[config.mk]
export PLATFORM = sky130hd
export DESIGN_NAME = dvi_pmod_dither_out
export DESIGN_NICKNAME = d
export VERILOG_FILES = /design/src/rtl/dvi_pmod_dither_out.sv
export SDC_FILE = /design/constraint.sdc
export NUM_CORES = 1
export LEC_CHECK = 0
export ABC_AREA = 1
export BUFFER_PORTS_ARGS = -buffer_cell sky130_fd_sc_hd__buf_2
export CAP_MARGIN = 20
export CORE_MARGIN = 1.5
export CORE_UTILIZATION = 44
export CTS_CLUSTER_DIAMETER = 150
export DETAILED_ROUTE_END_ITERATION = 8
export GPL_TIMING_DRIVEN = 0
export PLACE_DENSITY = 0.78
export SETUP_SLACK_MARGIN = 0.4
export SLEW_MARGIN = 30
export SYNTH_ARGS = -nofsm -noshare
export SYNTH_HDL_FRONTEND = slang
export SYNTH_SLANG_ARGS = --single-unit
export TNS_END_PERCENT = 100
[constraint.sdc]
create_clock -name i_pixclk -period 1.25 [get_ports i_pixclk]
set_input_delay 0.125 -clock i_pixclk [delete_from_list [all_inputs] [get_ports i_pixclk]]
set_output_delay 0.125 -clock i_pixclk [all_outputs]
set_load 0.1 [all_outputs]
[src/rtl/dvi_pmod_dither_out.sv]
// dvi_pmod_dither_out: DVI Pmod output stage that reduces IN_BITS colour
// to OUT_BITS per channel. It truncates, applies 2x2 Bayer dither, or
// applies spatio-temporal dither that rotates the threshold each frame.
// Two register stages are used. Sync and enable are delayed to match the
// colour path. Colour is forced to zero outside the active area.
//
// Ports:
//   i_pixclk, i_rst          pixel clock, synchronous active-high reset
//   i_hs, i_vs, i_de         sync / display enable from timing generator
//   i_frame                  one-cycle frame-start pulse (advances phase)
//   i_x, i_y                 pixel position (only bit 0 used)
//   i_red/i_green/i_blue     input colour, IN_BITS each
//   o_hs, o_vs, o_de         sync / enable delayed by 2
//   o_red/o_green/o_blue     reduced colour, OUT_BITS each
//   o_phase                  current temporal dither phase
module dvi_pmod_dither_out #(
    parameter int   IN_BITS  = 8,
    parameter int   OUT_BITS = 4,
    parameter int   DITHER   = 1,
    parameter logic H_POL    = 1'b0,
    parameter logic V_POL    = 1'b0
) (
    input  logic                i_pixclk,
    input  logic                i_rst,
    input  logic                i_hs,
    input  logic                i_vs,
    input  logic                i_de,
    input  logic                i_frame,
    input  logic [15:0]         i_x,
    input  logic [15:0]         i_y,
    input  logic [IN_BITS-1:0]  i_red,
    input  logic [IN_BITS-1:0]  i_green,
    input  logic [IN_BITS-1:0]  i_blue,
    output logic                o_hs,
    output logic                o_vs,
    output logic                o_de,
    output logic [OUT_BITS-1:0] o_red,
    output logic [OUT_BITS-1:0] o_green,
    output logic [OUT_BITS-1:0] o_blue,
    output logic [1:0]          o_phase
);
    localparam int D = IN_BITS - OUT_BITS;

    // Only the LSBs of the position select the Bayer cell.
    logic unused_xy;
    assign unused_xy = ^{i_x[15:1], i_y[15:1]};

    // Frame phase counter. Wraps 3 -> 0.
    logic [1:0] phase_q, phase_d;
    always_comb phase_d = i_frame ? phase_q + 2'd1 : phase_q;

    // Threshold selection.
    logic [1:0] tbase, tsel_d;
    always_comb begin
        case ({i_y[0], i_x[0]})
            2'b00:   tbase = 2'd0;
            2'b01:   tbase = 2'd2;
            2'b10:   tbase = 2'd3;
            default: tbase = 2'd1;
        endcase
        if (DITHER == 2)      tsel_d = tbase + phase_q;
        else if (DITHER == 1) tsel_d = tbase;
        else                  tsel_d = 2'd0;
    end

    // Stage 1 registers.
    logic               hs1_q, vs1_q, de1_q;
    logic [IN_BITS-1:0] r1_q, g1_q, b1_q;
    logic [1:0]         t1_q;

    always_ff @(posedge i_pixclk) begin
        if (i_rst) begin
            phase_q <= 2'd0;
            hs1_q   <= ~H_POL;
            vs1_q   <= ~V_POL;
            de1_q   <= 1'b0;
            r1_q    <= '0;
            g1_q    <= '0;
            b1_q    <= '0;
            t1_q    <= 2'd0;
        end else begin
            phase_q <= phase_d;
            hs1_q   <= i_hs;
            vs1_q   <= i_vs;
            de1_q   <= i_de;
            r1_q    <= i_red;
            g1_q    <= i_green;
            b1_q    <= i_blue;
            t1_q    <= tsel_d;
        end
    end

    // Scale the 2-bit threshold into the bits discarded by truncation.
    logic [IN_BITS-1:0] off;
    generate
        if (D >= 2) begin : g_off_shift
            assign off = IN_BITS'(t1_q) << (D - 2);
        end else if (D == 1) begin : g_off_half
            logic unused_t;
            assign unused_t = t1_q[0];
            assign off = IN_BITS'(t1_q[1]);
        end else begin : g_off_none
            logic unused_t;
            assign unused_t = ^t1_q;
            assign off = '0;
        end
    endgenerate

    // The sum is one bit wider than the colour. A carry out saturates the
    // output so that bright pixels do not wrap to black.
    function automatic logic [OUT_BITS-1:0] reduce(input logic [IN_BITS-1:0] c,
                                                   input logic [IN_BITS-1:0] o);
        logic [IN_BITS:0] s;
        s = {1'b0, c} + {1'b0, o};
        if (s[IN_BITS]) reduce = '1;
        else            reduce = s[IN_BITS-1:D];
    endfunction

    logic [OUT_BITS-1:0] r2_d, g2_d, b2_d;
    always_comb begin
        r2_d = '0;
        g2_d = '0;
        b2_d = '0;
        if (de1_q) begin
            r2_d = reduce(r1_q, off);
            g2_d = reduce(g1_q, off);
            b2_d = reduce(b1_q, off);
        end
    end

    // Stage 2 registers drive the pins directly.
    always_ff @(posedge i_pixclk) begin
        if (i_rst) begin
            o_hs    <= ~H_POL;
            o_vs    <= ~V_POL;
            o_de    <= 1'b0;
            o_red   <= '0;
            o_green <= '0;
            o_blue  <= '0;
        end else begin
            o_hs    <= hs1_q;
            o_vs    <= vs1_q;
            o_de    <= de1_q;
            o_red   <= r2_d;
            o_green <= g2_d;
            o_blue  <= b2_d;
        end
    end

    assign o_phase = phase_q;
endmodule
## Word-level counts from Yosys, hierarchy flattened

Index checks and enable logic that the tools add are counted.
Widths: inputs -> output; s select.

- $add $sub $neg: 4
- Equality and inequality tests: 2
- Mux-type cells: 4
- Bitwise logic cells: 1
- Reduce and logical (&&, ||, !) cells: 2

Operator list:

| kind | number |
|---|---|
| $add 8x4->9 | 3 |
| $mux 4 | 3 |
| $pmux 2 s3 | 1 |
| $add 2x1->2 const B | 1 |
| $eq 2x1->1 const B | 1 |
| $eq 2x2->1 const B | 1 |
| $logic_not 2->1 | 1 |
| $reduce_or 2->1 | 1 |
| $not 1->1 | 1 |

- Register bits after elaboration: 46
- Input port bits: 62
- Output and inout bits: 17
- Logic and storage cells: 27

## Logic depth before layout (Yosys ltp)

Gate-level depths: netlist of the first run.

- Depth in word-level cells: 2
- Mapped depth: 7
- Mapped depth without buffers: 7

## Worst setup path before layout of the first run

OpenSTA, ideal clock, no wires.

- Path type: register -> register
- Start: register phase_q[0], in the netlist o_phase[0]
- End: register phase_q[1], in the netlist o_phase[1]
- Library setup time: 0.075 ns
- Data arrival time: 1.346 ns
- Required time: 1.175 ns
- Slack: -0.171 ns
- Stages on the path, launching flop included: 5
- Buffers on the path: 0
- Period minus slack after synthesis: 1.421 ns
- Cell sequence: dfxtp_1 nand2_1 inv_1 o21ai_0 a21oi_1

- Longest elaborated chain between the ends: 1

Ends and longest elaborated chain:

| what | RTL line | source |
|---|---|---|
| start, declared | 49 | `logic [1:0] phase_q, phase_d;` |
| start signal, assigned | 82 | `phase_q <= phase_d;` |
| $add 2x1->2 | 50 | `always_comb phase_d = i_frame ? phase_q + 2'd1 : phase_q;` |

No other way between the ends.
A chain may end at the register's enable or synchronous reset.

## Final worst setup path of the first run

- Start: register t1_q[1]
- End: register o_blue[2]

- Longest elaborated chain between the ends: 2

Ends and longest elaborated chain:

| what | RTL line | source |
|---|---|---|
| start, declared | 69 | `logic [1:0] t1_q;` |
| start signal, assigned | 89 | `t1_q <= tsel_d;` |
| $add 8x4->9 | 114 | `s = {1'b0, c} + {1'b0, o};` |
| $mux 4 | 115 | `if (s[IN_BITS]) reduce = '1;` |
| end signal, assigned | 139 | `o_blue <= '0;` |
| end signal, assigned | 146 | `o_blue <= b2_d;` |
| end, declared | 39 | `output logic [OUT_BITS-1:0] o_blue,` |

No other way between the ends.

==> results of run 1 <==
## logic make-up (layout without fill, tap and decap cells)
family                     count (synthesis)  after routing  share of synthesized area, %
AOI/OAI and AO/OA                         18             18                         5.853
and+or+nand+nor                           80             80                         24.55
buffers and inverters                     47            118                         13.50
DFF                                       40             40                         52.03
adders and majority gates                  5              5                         4.065
## timing repair
action,4_1_cts,5_1_grt
hold endpoints to repair,19,1
hold buffers,19,1
buffers inserted,1,1
endpoints found under the setup margin,29,30
pin swaps,6,7
resized for setup,81,16
## report_power, final
group          switching (mW)  internal, mW  total, mW
Sequential             0.0573          1.33       1.39
Clock                   0.403         0.419      0.822
Combinational           0.251         0.218      0.469
Total                   0.712          1.97       2.68
## cell usage after synthesis (all sizes together)
library cell  count  area share (%)
nand3b            3             1.5
buf               3            0.98
nand2            35             9.2
nand3             9             4.9
o21ai             5             1.6
ha                5             4.1
nor2             29             7.4
dfxtp            40              52
a21oi            13             4.2
bufinv            2             2.3
or2               4             1.6
inv              42              10
## layout by cell type, fill, tap and decap left out, drive strengths merged, types with 3 or more instances in the layout
| cell type | Yosys | routed |
|---|---|---|
| bufinv | 2 | 3 |
| nand2 | 35 | 35 |
| nand3 | 9 | 9 |
| dlygate4sd3 | 0 | 20 |
| a21oi | 13 | 13 |
| nand3b | 3 | 3 |
| o21ai | 5 | 5 |
| or2 | 4 | 4 |
| buf | 3 | 46 |
| inv | 42 | 42 |
| clkbuf | 0 | 6 |
| nor2 | 29 | 29 |
| ha | 5 | 5 |
| dfxtp | 40 | 40 |
## metal layers
| layer | up-vias | global-route usage, % | routed length (um) |
|---|---|---|---|
| met4 | 0 | 10.56 | 125 |
| met5 | - | 0 | 0 |
| met1 | 589 | 17.34 | 1320 |
| met2 | 41 | 34.92 | 1894 |
| li1 | 702 | - | - |
| met3 | 11 | 6.703 | 157 |
## through the flow
stage	setup slack [ns]	cell area (sq um)	util, %	total power [mW]
6_report	0.07659	2504	75.03	2.683
5_1_grt	0.01446	2504	75.03	2.808
4_1_cts	0.07685	2431	72.85	2.650
3_5_place_dp	0.05692	1824	54.67	1.713
3_3_place_gp	0.06859	1824	54.67	1.705
2_1_floorplan	0.1360	1562	-	1.632
## state kept, by name, indices dropped and copies added, names as in the netlist
register and flops:
o_vs 1, b1_q 6, o_hs 1, vs1_q 1
de1_q 1, o_blue 4, g1_q 6, o_green 4
o_phase 2, r1_q 6, t1_q 2, o_de 1
o_red 4, hs1_q 1
## worst max path at each step
| stage | from | endpoint | slack [ns] |
|---|---|---|---|
| 2_1_floorplan | t1_q[1] | o_green[2] | 0.14 |
| 3_3_place_gp | t1_q[1] | o_green[2] | 0.07 |
| 3_5_place_dp | t1_q[1] | o_blue[2] | 0.06 |
| 4_1_cts | t1_q[1] | o_blue[2] | 0.08 |
| 5_1_grt | t1_q[1] | o_green[2] | 0.01 |
| 6_report | t1_q[1] | o_blue[2] | 0.08 |
## final cells by class
class	count	area share [%]
repair buffers	63	27.14
multi-input cells	103	26.14
well taps	46	2.299
inverters	44	7.696
clock inverters	2	1.399
plain buffers	3	0.5997
flip-flops and latches	40	33.08
clock buffers	6	1.649
## worst max-delay path, stage by stage, from the launching register on
cell	delay [ns]
dfxtp_4	0.39
ha_4	0.28
nand3_4	0.08
nand2_4	0.11
nand2_4	0.05
o21ai_2	0.10
nor2_1	0.05
==> metrics, run 1 <==
CP arrival=1.42 ns; WP data required=1.50 ns; GRT Residual Overflow=0; post-layout min period=1.173 ns; Die ar.=3861 sq um; Max Fclk=852.2 MHz; largest net degree at the start of global routing=13; startpoint types=register; Seq/Total Area, Yosys=52.03%; crit end category=register; row cnt=21; Synth Net Count=257; core area=3337 sq um; I/O pin count=79; relative slew slack=82.99%; first-pass GRT wire length=5.554 mm; First DRT Iteration DRCs=54; initial antenna violation count=0; CTS tree=yes; Vias/cell=4.375; Peak VDD IR=723.7 uV; ant diodes=0; worst reg2reg path depth=6; RSZ-0062 raised after global routing=yes; fin nets=327; layout cells sized above 1=41.38%; CTS H-tree lvls=2; Post-Syn Area=1539 sq um; port buffer count=41; worst hold path class=input pin to register; Synth Warn #=0; Syn Inst Count=190; Post-Place Cells=277; worst r2r dst=o_blue[2]; sequential cell area=828.3 sq um; clk_lat worst skew=0.34 ns; hold_ws=0.005818 ns; hold depth=3; final period utilization=93.87%; Initial Util=46.12%; WS Path Type=register to register; DIE HEIGHT=62.14 um; Hold Fails Final Rpt=0; Fin Setup TNS=0 ns; Routed WL per cell=11.39 um; FF+latch count, synth=40; Mapped Avg Cell Area=8.100 sq um; area growth from synthesis to layout=62.68%; pwr/cell area=1071 nW/um^2; clock skew=0.004170 ns; Die X=62.14 um; post-route ant nets=0; Longest Clk Path Bufs=2; post-route insts no fill=307; CTS root buf=clkbuf_4; CP max FO=5; Post-Route WL=3.498 mm; max-slew violations=0; worst-margin pin slew=0.2524 ns; # setup viols final=0; Distinct cells, synth=17; MaxCap Viol Count=0; Worst Hold End=b1_q[6]; via count=1343; first-pass iteration count of the detailed router=4; R2R setup slack=0.08 ns; reg2reg start=t1_q[1]; Post-route DRC=0; vias in the first global route=1366; Leak=1.201 nW; hold path start=i_blue[6]; clock slew seen by the registers of the worst setup and hold paths=0.11 ns; gr usage total=18.64%; detailed placement HPWL=1.856 mm; GPL Wtd Cong=0.7721; area of the multi-input gates=654.4 sq um; CTS buffer count=5; clock sinks=40; FILL cells=229; status=complete, no violations
Power figures use the tool's default switching activity.
==> inputs of run 2 (changes only) <==
--- a/config.mk
+++ b/config.mk
@@ -5,15 +5,15 @@
 export SDC_FILE = /design/constraint.sdc
 export NUM_CORES = 1
 export LEC_CHECK = 0
-export ABC_AREA = 1
+export ABC_AREA = 0
 export BUFFER_PORTS_ARGS = -buffer_cell sky130_fd_sc_hd__buf_2
 export CAP_MARGIN = 20
 export CORE_MARGIN = 1.5
-export CORE_UTILIZATION = 44
+export CORE_UTILIZATION = 42
 export CTS_CLUSTER_DIAMETER = 150
 export DETAILED_ROUTE_END_ITERATION = 8
 export GPL_TIMING_DRIVEN = 0
-export PLACE_DENSITY = 0.78
+export PLACE_DENSITY = 0.77
 export SETUP_SLACK_MARGIN = 0.4
 export SLEW_MARGIN = 30
 export SYNTH_ARGS = -nofsm -noshare
==> constraint.sdc (replaced) <==
create_clock -name i_pixclk -period 1.1 [get_ports i_pixclk]
set_input_delay 0.11 -clock i_pixclk [delete_from_list [all_inputs] [get_ports i_pixclk]]
set_output_delay 0.11 -clock i_pixclk [all_outputs]
set_load 0.1 [all_outputs]
==> run 2 against run 1 <==
  * The run now ends with hold timing, setup timing left
  * Core utilization up 1.4 points
  * Register-to-register slack worse by 0.28 ns
  * Highest routed layer unchanged
  * Maximum frequency down 10%
  * Clock-buffer cell count up 1
  * Sequential power up 13%
  * Cell area down 6.8%
  * Via count down 12%
  * Global-route usage up 0.53 points
  * Worst hold slack worse by 0.063 ns
  * Critical path type unchanged
==> metrics, run 2 <==
post-route ant nets=0 (unchanged); GR Util met2=35.56% (was 34.92%); layout cells sized above 1=45.73% (was 41.38%); clock slew seen by the registers of the worst setup and hold paths=0.11 ns (about the same); Final Power=2.774 mW (was 2.683 mW); routing usage on met1=19.65% (was 17.34%); Slowest-stage cell, CP=dfxtp_4 (unchanged); largest net degree at the start of global routing=12 (was 13); Longest Clk Path Bufs=2 (unchanged); commonest cells in the netlist=dfxtp_1 (40), nor2b_1 (19), nor2_1 (10) (was dfxtp_1 (40), inv_1 (40), nand2_1 (31)); Post-Route WL=3.192 mm (was 3.498 mm); largest registers=b1_q: 6 flops, g1_q: 6 flops, r1_q: 6 flops (unchanged); Vias/cell=4.864 (was 4.375); failing checks=hold timing, setup timing; row cnt=20 (was 21); clock skew=0.01139 ns (was 0.004170 ns); Mapped Avg Cell Area=10.64 sq um (was 8.100 sq um); Distinct cells, synth=25 (was 17); gr usage total=19.17% (was 18.64%); FILL cells=203 (was 229); CTS root buf=clkbuf_4 (unchanged); vias in the first global route=1141 (was 1366); Area contributors post-synth=dfxtp_1 (59%), nor2b_1 (8.8%), ha_1 (4.6%) (was dfxtp_1 (52%), inv_1 (9.8%), nand2_1 (7.6%)); Post-route DRC=0 (unchanged); EDFF count, synth=0 (unchanged); most frequent cells in the layout=buf_2 (25), dfxtp_1 (22), nor2b_1 (19), dlygate4sd3_1 (18) (was inv_1 (39), buf_2 (27), nor2_1 (27), nand2_1 (27), dfxtp_1 (22)); Syn Inst Count=127 (was 190); commonest non-fill, non-tap cell in the layout=buf_2 (was inv_1); CP delay by family, top=flip-flops (unchanged); Hold Fails Final Rpt=2 (was 0); first-pass iteration count of the detailed router=4 (unchanged); Synth Net Count=194 (was 257); WP data required=1.37 ns (was 1.50 ns); GRT Residual Overflow=0 (unchanged); Die X=59.72 um (was 62.14 um); Post-Place Cells=213 (was 277); ant diodes=0 (unchanged); detailed placement HPWL=1.841 mm (was 1.856 mm); async set-reset flop share out of synthesis=0% (unchanged); post-route insts no fill=243 (was 307); setup ws final=-0.2047 ns (was 0.07659 ns); Max Fclk=766.5 MHz (was 852.2 MHz); clock sinks=40 (unchanged); port buffer count=42 (was 41); First DRT Iteration DRCs=25 (was 54); busiest metal layer after global routing=met2 (unchanged); Peak VDD IR=1016 uV (was 723.7 uV); final period utilization=118.6% (was 93.87%); CP max stage delay=0.38 ns (was 0.39 ns); FF+latch count, synth=40 (unchanged); most common cell in the netlist=dfxtp_1; max-slew violations=0 (unchanged); Synth Flop Type=dfxtp_1 (unchanged); CP arrival=1.58 ns (was 1.42 ns); startpoint types=register (unchanged); worst-margin pin slew=0.4727 ns (was 0.2524 ns); worst slack at placement=-0.1660 ns (was 0.05692 ns); CTS buffer count=5 (unchanged); sequential cell area=865.8 sq um (was 828.3 sq um); Post-Syn Area=1351 sq um (was 1539 sq um); CP bufs+invs=0 (unchanged); first-pass GRT wire length=4.981 mm (was 5.554 mm); Die ar.=3566 sq um (was 3861 sq um); crit end category=register (unchanged); area growth from synthesis to layout=72.59% (was 62.68%); Seq/Total Area, Yosys=59.26% (was 52.03%); core area=3053 sq um (was 3337 sq um); WS Path Type=register to register (unchanged); post-synth top area cell=dfxtp_1 (unchanged); Post-CTS Hold Buffers=18 (was 19); status=finished with violations (was complete, no violations); RSZ-0062 raised after global routing=yes (unchanged); clk_lat worst skew=0.35 ns (was 0.34 ns); CTS H-tree lvls=2 (unchanged); post-layout min period=1.305 ns (was 1.173 ns); via count=1182 (was 1343); I/O pin count=79 (unchanged); critical path, cell by cell=ha_4 -> a31o_4 -> and4bb_1 -> nor4_2 (was ha_4 -> nand3_4 -> nand2_4 -> nand2_4 -> o21ai_2 -> nor2_1); MaxCap Viol Count=0 (unchanged); Leak=0.9217 nW (was 1.201 nW); relative slew slack=68.49% (was 82.99%); pwr/cell area=1190 nW/um^2 (was 1071 nW/um^2); top cell type's share of synthesized area=59.26% (was 52.03%); met3 Use GR=6.494% (was 6.703%); worst hold path class=input pin to register (unchanged); hold_ws=-0.05672 ns (was 0.005818 ns); area of the multi-input gates=649.4 sq um (was 654.4 sq um); initial antenna violation count=0 (unchanged); Routed WL per cell=13.14 um (was 11.39 um); DIE HEIGHT=59.72 um (was 62.14 um); # setup viols final=12 (was 0); Synth Warn #=0 (unchanged); fin nets=265 (was 327); CP max FO=7 (was 5); CTS tree=yes (unchanged); Initial Util=44.26% (was 46.12%); GPL Wtd Cong=0.7837 (was 0.7721)
[run 2: cell types whose count changed after synthesis, moves of 4 or more]
cell	previous run	this run
nand2_2	4	0
nor2_1	27	10
nor2b_1	0	19
inv_1	40	2
a31oi_1	0	5
nand3_2	6	0
nand2_1	31	6
a21oi_1	13	7
[run 2: what timing repair did]
| action | 4_1_cts | 5_1_grt |
|---|---|---|
| endpoints found under the hold margin | 20 | 2 |
| buffers inserted | 1 | 3 |
| setup endpoints to repair | 30 | 32 |
| resized for setup | 77 | 10 |
| pin swaps | 4 | 6 |
[run 2: area by class of cell]
class	count	area share, %
buffer	3	0.8047
clock buffer	7	1.931
clock inverter	1	0.1609
inverter	3	0.4828
multi-input combinational	81	27.84
sequential	40	37.12
tap	44	2.361
timing repair buffer	64	29.29
[run 2: final timing paths]
kind	start	cells past startpoint	to	slack, ns
worst max-delay path	t1_q[1]	4	o_blue[2]	-0.20
worst min-delay path	i_vs	2	vs1_q	-0.06
worst max register to register	t1_q[1]	4	o_blue[2]	-0.20
worst min register to register	hs1_q	1	o_hs	0.42
[run 2: cells by family after synthesis]
kind of cell               Yosys count  share of synthesized area [%]
DFF                                 40                          59.26
adders and majority gates            5                          4.630
buffers and inverters                6                          2.222
xor gates and xnor gates             2                          1.297
AOI/OAI and AO/OA                   24                          11.57
and+or+nand+nor                     50                          21.02
[run 2: worst register-to-register path: cells and delay by family (launching register included)]
family / cells / cell delay [ns]
flip-flops: 1 / 0.38
adder cells (fa/ha/maj): 1 / 0.24
AO/OA/AOI/OAI: 1 / 0.26
AND/OR/NAND/NOR: 2 / 0.35
[run 2: per-stage QoR]
stage	TNS, ns	instance area [sq um]	util [%]
5_1_grt	-1.813	2332	76.39
4_1_cts	-1.497	2253	73.81
3_5_place_dp	-1.359	1715	56.19
3_3_place_gp	-1.166	1715	56.19
2_1_floorplan	-0.6248	1450	-
6_report	-1.215	2332	76.39
[run 2: where the power goes]
group	internal, mW	switching [mW]
sequential	1.49	0.0770
combinational	0.252	0.263
clock	0.246	0.448
[run 2: per-layer routing]
metal	share of wire [%]	vias up	routed length [um]
met2	54	46	1710
met1	38	538	1200
met5	0	-	0
li1	-	583	-
met4	4.1	0	132
met3	4.7	15	149
==> inputs of run 3 (changes only) <==
--- a/config.mk
+++ b/config.mk
@@ -13,6 +13,7 @@
 export CTS_CLUSTER_DIAMETER = 150
 export DETAILED_ROUTE_END_ITERATION = 8
 export GPL_TIMING_DRIVEN = 0
+export MAX_ROUTING_LAYER = met4
 export PLACE_DENSITY = 0.77
 export SETUP_SLACK_MARGIN = 0.4
 export SLEW_MARGIN = 30
==> run 3 against run 2 <==
  * The flow still finishes with violations (hold timing, setup timing)
  * Critical endpoint unchanged
  * Worst setup slack improved by 0.0015 ns
  * Clock-buffer cell count did not move
  * Sequential power barely moved
  * Combinational power barely moved
  * Routed wire length fell by 0.34%
  * Worst hold slack improved by 0.0077 ns
  * Non-clock buffer count did not move
  * Core utilization did not move
  * Cell count did not move
  * Register-to-register slack barely moved
  * Largest cell class unchanged
==> metrics, run 3 (synthesis gave the netlist of run 2 again) <==
DIE HEIGHT=59.72 um (unchanged); Routed WL per cell=13.09 um (was 13.14 um); final period utilization=118.5% (was 118.6%); relative slew slack=68.54% (was 68.49%); ant diodes=0 (unchanged); First DRT Iteration DRCs=19 (was 25); CTS root buf=clkbuf_4 (unchanged); status=finished with violations (unchanged); Die X=59.72 um (unchanged); Int Pwr=1.986 mW (about the same); Critical Path Source=t1_q[1] (unchanged); area of the multi-input gates=649.4 sq um (unchanged); failing checks=hold timing, setup timing (unchanged); FILL cells=203 (unchanged); # setup viols final=12 (unchanged); first-pass GRT wire length=4.974 mm (was 4.981 mm); hold path start=i_vs (unchanged); crit end category=register (unchanged); Leak=0.9217 nW (unchanged); WP data required=1.37 ns (about the same); Cell Area, Placed=1715 sq um (unchanged); hold_ws=-0.04903 ns (was -0.05672 ns); CTS tree=yes (unchanged); via count=1188 (was 1182); Longest Clk Path Bufs=2 (unchanged); power share of the sequential group=56.5% (was 56.4%); CP max FO=7 (unchanged); reg2reg start=t1_q[1] (unchanged); Die ar.=3566 sq um (unchanged); worst hold path class=input pin to register (unchanged); clock skew=0.01394 ns (was 0.01139 ns); commonest non-fill, non-tap cell in the layout=buf_2 (unchanged); port buffer count=42 (unchanged); post-layout min period=1.303 ns (was 1.305 ns); largest net degree at the start of global routing=12 (unchanged); MaxCap Viol Count=0 (unchanged); Gate power share=18.6% (about the same); WS Path Type=register to register (unchanged); vias in the first global route=1143 (was 1141); clock network fraction of total power=24.9% (was 25.0%); detailed placement HPWL=1.841 mm (unchanged); row cnt=20 (unchanged); worst slack at placement=-0.1660 ns (unchanged); fin nets=265 (unchanged); NetSw=0.7828 mW (was 0.7882 mW); CP arrival=1.57 ns (was 1.58 ns); clock sinks=40 (unchanged); R2R setup slack=-0.20 ns (about the same); final instance area=2332 sq um (unchanged); worst r2r dst=o_blue[2] (unchanged); sequential cell area=865.8 sq um (unchanged); area growth from synthesis to layout=72.59% (unchanged); I/O pin count=79 (unchanged); Initial Util=44.26% (unchanged); post-route ant nets=0 (unchanged); CTS buffer count=5 (unchanged); gr usage total=19.73% (was 19.17%); Setup crit end=o_blue[2] (unchanged); pwr/cell area=1187 nW/um^2 (was 1190 nW/um^2); GPL Wtd Cong=0.7946 (was 0.7837); most frequent cells in the layout=buf_2 (25), dfxtp_1 (22), nor2b_1 (19), dlygate4sd3_1 (18) (unchanged); setup ws final=-0.2032 ns (was -0.2047 ns); initial antenna violation count=0 (unchanged); RSZ-0062 raised after global routing=yes (unchanged); clock slew seen by the registers of the worst setup and hold paths=0.11 ns (about the same); CTS H-tree lvls=2 (unchanged); Peak VDD IR=1002 uV (was 1016 uV); Post-CTS Hold Buffers=18 (unchanged); Vias/cell=4.889 (was 4.864); Hold Fails Final Rpt=2 (unchanged); Max Fclk=767.3 MHz (was 766.5 MHz); layout cells sized above 1=45.73% (unchanged); switching portion of total power=28.27% (was 28.41%); Post-route DRC=0 (unchanged); Post-Route WL=3.181 mm (was 3.192 mm); worst reg2reg path depth=4 (unchanged); startpoint types=register (unchanged); core area=3053 sq um (unchanged); largest registers=b1_q: 6 flops, g1_q: 6 flops, r1_q: 6 flops (unchanged); worst-margin pin slew=0.4718 ns (was 0.4727 ns); max-slew violations=0 (unchanged); clk_lat worst skew=0.35 ns (about the same); first-pass iteration count of the detailed router=4 (unchanged); GRT Residual Overflow=0 (unchanged)
run 3: what timing repair did:
action	CTS	global route
hold endpoints to repair	20	2
resized for setup	77	10
pin swaps	4	6
endpoints found under the setup margin	30	32
buffers inserted	1	3
run 3: how the worst min path moves through the flow:
| stage | end | depth (start not counted) |
|---|---|---|
| finish | vs1_q | 2 |
| global route | hs1_q | 2 |
| CTS | vs1_q | 2 |
| detailed placement | vs1_q | 2 |
| global placement | hs1_q | 2 |
| floorplan | b1_q[5] | 1 |
run 3: worst max-delay path, stage by stage (launching register included):
cell      delay (ns)
dfxtp_4         0.38
ha_4            0.24
a31o_4          0.26
and4bb_1        0.21
nor4_2          0.15
run 3: power groups by stage:
stage	logic (mW)	clock network (mW)	registers, mW
5_1_grt	0.548	0.769	1.57
2_1_floorplan	0.119	0	1.71
4_1_cts	0.481	0.691	1.56
6_report	0.515	0.689	1.57
3_3_place_gp	0.338	0	1.57
3_5_place_dp	0.348	0	1.58
run 3: per-layer routing:
metal	global-route usage, %	wire (um)
met2	35.71	1761
met3	6.494	157
met1	19.51	1185
met5	-	0
met4	6.984	76
run 3: layout make-up:
class	count	share of cell area (%)
flip-flops and latches	40	37.12
repair buffers	64	29.29
multi-input cells	81	27.84
well taps	44	2.361
clock buffers	7	1.931
plain buffers	3	0.8047
inverters	3	0.4828
clock inverters	1	0.1609
run 3: per-stage QoR:
stage / std cells / setup TNS [ns] / util [%] / power [mW]
finish: 243 / -1.212 / 76.39 / 2.769
global route: 243 / -1.816 / 76.39 / 2.891
CTS: 240 / -1.497 / 73.81 / 2.728
detailed placement: 213 / -1.359 / 56.19 / 1.923
global placement: 213 / -1.166 / 56.19 / 1.907
floorplan: 127 / -0.6248 / - / 1.826
